### src/rtl/sobel_line_ctrl.sv
// rtl/sobel_line_ctrl.sv - four-line-buffer sequencer and 3x3 window mux for the Sobel stage
module sobel_line_ctrl #(
    parameter int LINE_W = 1280,
    parameter int FILL_W = $clog2(4*LINE_W+1)
) (
    input  logic        clk,
    input  logic        rst,
    input  logic        pixel_valid_in,
    input  logic [7:0]  pixel_in,
    input  logic [23:0] lb0_data,
    input  logic [23:0] lb1_data,
    input  logic [23:0] lb2_data,
    input  logic [23:0] lb3_data,
    output logic [3:0]  lb_wr_en,
    output logic [7:0]  lb_wr_data,
    output logic [3:0]  lb_rd_en,
    output logic [71:0] window_out,
    output logic        window_valid,
    output logic        line_done_irq,
    output logic        ovf_err
);
    localparam int CNT_W = (LINE_W > 1) ? $clog2(LINE_W) : 1;
    localparam logic [FILL_W-1:0] FULL_LVL  = FILL_W'(4*LINE_W);
    localparam logic [FILL_W-1:0] START_LVL = FILL_W'(3*LINE_W);
    localparam logic [CNT_W-1:0]  LAST_COL  = CNT_W'(LINE_W-1);

    typedef enum logic {S_IDLE, S_READ} state_t;

    state_t             state_q;
    logic [1:0]         wr_sel_q, wr_sel_d;
    logic [1:0]         rd_sel_q;
    logic [CNT_W-1:0]   wr_cnt_q, wr_cnt_d;
    logic [CNT_W-1:0]   rd_cnt_q;
    logic [FILL_W-1:0]  fill_q, fill_d;
    logic               irq_q;
    logic               ovf_q;
    logic               full;
    logic               wr_acc;
    logic               rd_act;

    always_comb begin
        full     = (fill_q == FULL_LVL);
        wr_acc   = pixel_valid_in && !full;
        rd_act   = (state_q == S_READ);
        lb_wr_en = wr_acc ? (4'b0001 << wr_sel_q) : 4'b0000;

        fill_d = fill_q;
        if (wr_acc && !rd_act)
            fill_d = fill_q + FILL_W'(1);
        else if (!wr_acc && rd_act)
            fill_d = fill_q - FILL_W'(1);

        wr_cnt_d = wr_cnt_q;
        wr_sel_d = wr_sel_q;
        if (wr_acc) begin
            if (wr_cnt_q == LAST_COL) begin
                wr_cnt_d = '0;
                wr_sel_d = wr_sel_q + 2'd1;
            end else begin
                wr_cnt_d = wr_cnt_q + CNT_W'(1);
            end
        end

        // The only buffer not read is the one just before rd_sel, i.e. rd_sel+3.
        lb_rd_en = rd_act ? ~(4'b0001 << (rd_sel_q + 2'd3)) : 4'b0000;

        case (rd_sel_q)
            2'd0:    window_out = {lb0_data, lb1_data, lb2_data};
            2'd1:    window_out = {lb1_data, lb2_data, lb3_data};
            2'd2:    window_out = {lb2_data, lb3_data, lb0_data};
            default: window_out = {lb3_data, lb0_data, lb1_data};
        endcase
    end

    always_ff @(posedge clk or posedge rst) begin
        if (rst) begin
            state_q  <= S_IDLE;
            wr_sel_q <= '0;
            rd_sel_q <= '0;
            wr_cnt_q <= '0;
            rd_cnt_q <= '0;
            fill_q   <= '0;
            irq_q    <= 1'b0;
            ovf_q    <= 1'b0;
        end else begin
            wr_sel_q <= wr_sel_d;
            wr_cnt_q <= wr_cnt_d;
            fill_q   <= fill_d;
            irq_q    <= 1'b0;
            if (pixel_valid_in && full)
                ovf_q <= 1'b1;
            case (state_q)
                S_IDLE: begin
                    if (fill_q >= START_LVL)
                        state_q <= S_READ;
                end
                default: begin
                    if (rd_cnt_q == LAST_COL) begin
                        rd_cnt_q <= '0;
                        rd_sel_q <= rd_sel_q + 2'd1;
                        irq_q    <= 1'b1;
                        state_q  <= S_IDLE;
                    end else begin
                        rd_cnt_q <= rd_cnt_q + CNT_W'(1);
                    end
                end
            endcase
        end
    end

    assign lb_wr_data    = pixel_in;
    assign window_valid  = (state_q == S_READ);
    assign line_done_irq = irq_q;
    assign ovf_err       = ovf_q;
endmodule

### config.mk
export PLATFORM = sky130hd
export DESIGN_NAME = sobel_line_ctrl
export DESIGN_NICKNAME = d
export VERILOG_FILES = /design/src/rtl/sobel_line_ctrl.sv
export SDC_FILE = /design/constraint.sdc
export NUM_CORES = 1
export LEC_CHECK = 0
export ABC_CLOCK_PERIOD_IN_PS = 4300
export BUFFER_PORTS_ARGS = -buffer_cell sky130_fd_sc_hd__buf_2
export CAP_MARGIN = 20
export CELL_PAD_IN_SITES_DETAIL_PLACEMENT = 1
export CELL_PAD_IN_SITES_GLOBAL_PLACEMENT = 2
export CORE_ASPECT_RATIO = 2
export CORE_UTILIZATION = 27
export DETAILED_ROUTE_END_ITERATION = 10
export PLACE_DENSITY = 0.89
export SETUP_SLACK_MARGIN = 0.02
export SKIP_CTS_REPAIR_TIMING = 1
export SLEW_MARGIN = 10
export SYNTH_ARGS = -nofsm -noshare
export SYNTH_HDL_FRONTEND = slang
export SYNTH_SLANG_ARGS = --single-unit
### constraint.sdc
create_clock -name clk -period 4.3 [get_ports clk]
set_clock_uncertainty 0.2 [all_clocks]
set_input_delay 0.43 -clock clk [delete_from_list [all_inputs] [get_ports clk]]
set_output_delay 0.43 -clock clk [all_outputs]
set_load 0.02 [all_outputs]
==> results.json, run 1 <==
{
  "core_area_sq_um": 16300,
  "synth_top_family_by_area": "compound AO/OA/AOI/OAI gates",
  "synthMuxAreaShare": 0.172,
  "synth-simple-area-share": 0.114,
  "synth_compound_area_frac": 0.241,
  "num_rows": 66,
  "status": "completed",
  "fin_crit_sh": 0.847,
  "synth_edf_count": 0,
  "ys_async_sr_fraction": 1.00,
  "initial_core_util": 0.275,
  "vdd_drop_max_mv": 0.287,
  "dpl_cell_area_sq_um": 5510,
  "drt_first_pass_iters": 9,
  "synth_ff_type": "dfrtp_1",
  "clkSlewWorstSetupHoldPaths_ps": 60,
  "io_buffers": 181,
  "maxCapViolCount": 0,
  "grt_first_pass_wirelength_mm": 23.8,
  "synth_warnings": 0,
  "h-tree-depth": 2,
  "final-setup-viol-count": 0,
  "final_net_count": 805,
  "io_pins": 198,
  "diodes": 0,
  "cp-start-kind": "flip-flop",
  "reg2reg_slack_ps": 660,
  "worstSetupEndpointType": "flip-flop",
  "syn2layout_area_growth_pct": 26.3,
  "synth_area_sq_um": 4480,
  "hold_viol": 0,
  "layout_min_cycle_time_ps": 3640,
  "r2r_cells": 13,
  "antenna_found_initial": 0,
  "p_leak_uw": 0.00262,
  "fill_cells": 2049,
  "synth_fa_ha_area_frac": 0.0743,
  "mostFrequentLayoutCell": "buf_2",
  "grt_max_degree": 56,
  "met3_usage": 0.0441,
  "cts_buffers": 5,
  "relSlewSlack": 0.314,
  "synth_nets": 654,
  "synth_cell_types": 52,
  "final_cell_mix": "181 x buf_2, 85 x inv_1, 73 x mux2i_1",
  "synth_area_leader_cell": "dfrtp_1",
  "drc": 0,
  "clock.fmax_mhz": 275,
  "die_w_um": 93.1,
  "worst_slew_pin_slew_ps": 1030,
  "p_per_area_nw_per_um2": 357,
  "grt_pass1_vias": 4794,
  "drtIter0Drc": 359,
  "critPathMaxFanout": 15,
  "syn_avg_cell_area_sq_um": 8.60,
  "clock-root-buffer": "clkbuf_16",
  "placed_cells": 869,
  "cp_data_required_time_ps": 4250,
  "final_util": 0.348,
  "synth_cells": 521,
  "routed_wl_mm": 15.5,
  "die-area_sq_um": 17100,
  "crit_type": "reg -> reg",
  "drv_slew": 0,
  "top_usage_layer": "met2",
  "num_vias": 4813,
  "r2r-end": "fill_q[11]",
  "via_per_inst": 5.49,
  "cts_tree": "yes",
  "clkLatencyLatePin_ps": 280,
  "post_layout_nonfiller_instances": 877,
  "hp-class": "in -> async",
  "reg2reg_from": "fill_q[0]",
  "use_met2": 0.342,
  "wire_per_inst_um": 17.7,
  "p_total_uw": 2020,
  "synth_xor_xnor_area_share": 0.0469,
  "grt_use_total": 0.173,
  "synth-seq-cells": 42,
  "multi_input_area_sq_um": 2920,
  "yosys.area.top_type_share": 0.235,
  "die_h_um": 184,
  "grt_use_met1": 0.169,
  "register_area_sq_um": 1050,
  "layout-drive-gt1-share": 0.318,
  "yosysSeqAreaShare": 0.235,
  "cp.arrival_ps": 3590,
  "finalWeightedCongestion": 0.827,
  "clockBufferDepth": 2,
  "hpwl_mm": 12.3,
  "ys_top_cells_by_area": "dfrtp_1 23%, mux2i_1 16%, a222oi_1 16%",
  "rsz0062_at_grt": "false",
  "cts_num_sinks": 42,
  "tns_ps": 0,
  "grt_overflow": 0,
  "antenna_left": 0,
  "fin_area_sq_um": 5650
}
-- routing by layer --
metal  wire (um)  part of all wire  up-vias
met5           0                 0        -
met3        1370             0.088       25
li1            -                 -     2248
met4         405             0.026        0
met1        5460              0.35     2333
met2        8260              0.53      207
-- final cells by class --
cell class / count / share of cell area
Clock buffer: 7 / 0.0252
Clock inverter: 1 / 0.000885
Inverter: 86 / 0.0571
Multi-Input combinational cell: 349 / 0.516
Sequential cell: 42 / 0.186
Tap cell: 204 / 0.0451
Timing Repair Buffer: 188 / 0.170
-- cells by family (layout without fill, tap and decap cells) --
logic type / Yosys count / in the layout
xor+xnor: 24 / 24
flops: 42 / 42
fa+ha+maj: 26 / 26
mux: 76 / 76
buf+inv: 130 / 282
simple gates: 93 / 93
compound gates: 130 / 130
-- state kept, by name, summed over array words and instances (netlist names) --
name           flops
wr_sel_q           2
line_done_irq      1
ovf_err            1
rd_sel_q           2
fill_q            13
wr_cnt_q          11
rd_cnt_q          11
window_valid       1
-- report_power, final --
part | switching [uW] | total (uW) | internal, uW
logic | 546 | 983 | 437
clock network | 152 | 383 | 230
registers | 136 | 654 | 518
-- how the worst max path moves through the flow --
stage              start         end  cells past startpoint
3_3_place_gp   fill_q[0]  fill_q[11]                     13
2_1_floorplan  fill_q[0]  fill_q[12]                     14
6_report       fill_q[0]  fill_q[11]                     13
3_5_place_dp   fill_q[0]  fill_q[11]                     13
4_1_cts        fill_q[0]  fill_q[11]                     13
5_1_grt        fill_q[0]  fill_q[11]                     13
-- critical path: stages (launching register included) --
cell and delay [ps]:
dfrtp_1 420, nor4_1 320, nand4_1 190, nand2_2 160, inv_2 130, ha_1 230
inv_1 360, ha_1 380, a211oi_1 310, o211ai_1 180, a311oi_1 290, o21bai_1 110
xnor2_1 150, o21ai_1 70
-- cells in the mapped netlist (2+ instances only) --
library cell	count
a211oi_1	4
nand3_1	6
ha_1	25
nand2_2	2
nor2_1	18
xor2_1	7
and3_1	2
a21oi_1	10
mux2i_1	73
nor4_1	3
dfrtp_1	42
o2bb2ai_1	2
nor3_1	2
o21ai_1	9
o21bai_1	4
clkbuf_1	26
mux2_2	2
buf_4	8
buf_2	2
and2_1	6
a21o_1	4
xnor2_1	17
nand4_1	6
inv_1	85
a222oi_1	72
nand2b_1	4
o21ai_0	17
nor3b_1	2
nor2b_1	5
nand3_2	2
nand2_1	27
buf_1	7
-- metrics by stage --
step / setup WS [ps] / hold WS, ps
after global placement: 742 / 290
after global routing: 264 / 131
after floorplan: 1150 / 260
final: 660 / 77.0
after CTS: 615 / 100
after detailed placement: 633 / 281
No activity file was read; power rests on OpenSTA's default activity.
==> run 2, diff against run 1 <==
ABC_AREA = 1   (was unset)
ABC_CLOCK_PERIOD_IN_PS = 2950   (was 4300)
CORE_UTILIZATION = 22   (was 27)
PLACE_DENSITY = 0.84   (was 0.89)
clock period = 2.95 ns   (was 4.3 ns; I/O delays follow)
==> run 2 against run 1 <==
  * Critical path depth increased by 3
  * Non-clock buffer count increased by 26
  * Utilization decreased by 4.3 points
  * Die area increased by 32%
  * Count of clock-buffer cells in the layout decreased by 1
  * Sequential power increased by 44%
  * First-iteration DRC count decreased by 35%
  * Sequential cell count unchanged
  * Sequential share of layout area decreased by 2.5 points
  * Final area increased by 16%
  * Via count increased by 24%
  * Critical endpoint is now fill_q[10]
  * Largest power group unchanged
==> results.json, run 2 <==
{
  "status": "completed",
  "cts_buffers": 5,
  "post_layout_nonfiller_instances": 1209,
  "combPwrFrac": 0.548,
  "synth-seq-cells": 42,
  "maxUsedRoutingLayer": "met4",
  "drc": 0,
  "placed_cells": 1196,
  "io_buffers": 181,
  "drtIter0Drc": 232,
  "routed_wl_mm": 18.7,
  "p_total_uw": 3740,
  "hpwl_mm": 14.9,
  "antenna_left": 0,
  "largest_registers": "fill_q (13), rd_cnt_q (11), wr_cnt_q (11)",
  "io_pins": 198,
  "clkSlewWorstSetupHoldPaths_ps": 60,
  "clockBufferDepth": 2,
  "relSlewSlack": 0.627,
  "wl_met1_mm": 6.88,
  "synth_area_sq_um": 4820,
  "die_h_um": 211,
  "wire_per_inst_um": 15.5,
  "initial_core_util": 0.224,
  "mostFrequentLayoutCell": "buf_2",
  "hp-class": "in -> reg",
  "internal_power_uw": 2100,
  "synth_ff_type": "dfrtp_1",
  "ys_async_sr_fraction": 1.00,
  "vdd_drop_max_mv": 0.480,
  "p_switching_uw": 1630,
  "met3_length_um": 899,
  "grt_max_degree": 62,
  "grt_pass1_vias": 6184,
  "critPathMaxFanout": 6,
  "crit_type": "reg -> reg",
  "layout-drive-gt1-share": 0.291,
  "grt_first_pass_wirelength_mm": 29.9,
  "switching_share": 0.437,
  "antenna_found_initial": 1,
  "grt_use_total": 0.162,
  "h-tree-depth": 2,
  "synth_cells": 763,
  "synth_edf_count": 0,
  "synth_warnings": 0,
  "synth.most_common_cell": "inv_1",
  "whs_path_depth": 3,
  "final_cell_mix": "181 x buf_2, 156 x inv_1, 104 x nand2_1",
  "num_vias": 5945,
  "drt_first_pass_iters": 4,
  "cp-start-kind": "flip-flop",
  "largest_reg_flops": 13,
  "die_w_um": 107,
  "cp_data_required_time_ps": 2980,
  "die-area_sq_um": 22600,
  "rsz0062_at_grt": "true",
  "top_register": "fill_q",
  "r2r_cells": 16,
  "cp.arrival_ps": 2880,
  "synth_nets": 896,
  "clock-root-buffer": "clkbuf_16",
  "clock.fmax_mhz": 351,
  "finalWeightedCongestion": 0.826,
  "final_net_count": 1067,
  "syn2layout_area_growth_pct": 35.7,
  "wl_met2_mm": 10.5,
  "hold_viol": 0,
  "ys_top_cells_by_count": "160 x inv_1, 119 x nand2_1, 80 x a21oi_1",
  "fin_crit_sh": 0.967,
  "num_rows": 76,
  "pwr-share-seq": 0.251,
  "syn_avg_cell_area_sq_um": 6.32,
  "synth_cell_types": 32,
  "cts_num_sinks": 42,
  "yosys.area.top_type_share": 0.218,
  "clockPowerShare": 0.201,
  "drv_slew": 0,
  "via_per_inst": 4.92,
  "p_leak_uw": 0.00341,
  "grt_overflow": 0,
  "yosysSeqAreaShare": 0.218,
  "ys_top_cells_by_area": "dfrtp_1 22%, inv_1 12%, a211oi_1 11%",
  "clkLatencyLatePin_ps": 290,
  "p_per_area_nw_per_um2": 571,
  "worstSetupEndpointType": "flip-flop",
  "maxCapViolCount": 0,
  "layout_min_cycle_time_ps": 2850,
  "synth_area_leader_cell": "dfrtp_1",
  "worst_slew_pin_slew_ps": 560,
  "final-setup-viol-count": 0,
  "core_area_sq_um": 21500,
  "cts_tree": "yes",
  "final_util": 0.305
}
run 2: path summary, 6_finish.rpt:
| path | startpoint | to | slack, ps |
|---|---|---|---|
| worst max-delay path | fill_q[6] | fill_q[10] | 100 |
| worst min-delay path | pixel_valid_in | wr_cnt_q[8] | 150 |
| worst max register to register | fill_q[6] | fill_q[10] | 100 |
| worst min register to register | wr_cnt_q[9] | wr_cnt_q[9] | 310 |
| max in group asynchronous | rst | fill_q[4] | 1640 |
| min in group asynchronous | rst | line_done_irq | 480 |
run 2: kinds of logic after synthesis:
group                    synth area share
adder cells (fa/ha/maj)            0.0690
buffers and inverters               0.176
flip-flops                          0.218
AO/OA/AOI/OAI                       0.313
XOR/XNOR                           0.0236
AND/OR/NAND/NOR                     0.201
run 2: power by group through the flow:
stage	Combinational, uW	Sequential, uW	Clock, uW
after floorplan	1190	902	0
after global placement	1740	939	0
after detailed placement	1780	943	0
after CTS	1790	936	772
after global routing	2330	968	790
final	2050	940	752
run 2: stage by stage:
| stage | hold WS (ps) | worst slack (ps) | cell area (sq um) | TNS, ps |
|---|---|---|---|---|
| finish | 145 | 98.0 | 6550 | 0 |
| global route | 159 | -55.6 | 6550 | -99.4 |
| CTS | -38.3 | -53.8 | 6330 | -85.8 |
| detailed placement | 274 | -65.3 | 6130 | -112 |
| global placement | 266 | -28.0 | 6130 | -28.0 |
| floorplan | 246 | 225 | 4820 | 0 |
run 2: area by class of cell:
type | count | area, sq um
clock inverter | 2 | 60.1
tap | 273 | 342
multi-input combinational | 508 | 3110
sequential | 42 | 1050
clock buffer | 6 | 139
antenna | 1 | 2.50
inverter | 163 | 617
fill | 2822 | 14900
timing repair buffer | 214 | 1230
run 2: metal layers:
layer | global-route usage | vias up
met1 | 0.162 | 2817
li1 | - | 2934
met4 | 0.0472 | 0
met3 | 0.0219 | 29
met5 | 0 | -
met2 | 0.333 | 165
run 2: critical path, cell delays in order, from the launching register on:
cell and delay, ps:
dfrtp_1 420, or2_0 250, nor3_2 200, nand2_2 120
nand2_4 70, inv_1 50, ha_1 200, inv_2 80
buf_6 140, ha_2 330, nand2_1 90, nand2_1 70
a21oi_1 220, nand3_1 130, nand2_1 80, nand3_1 70
nand2_1 70
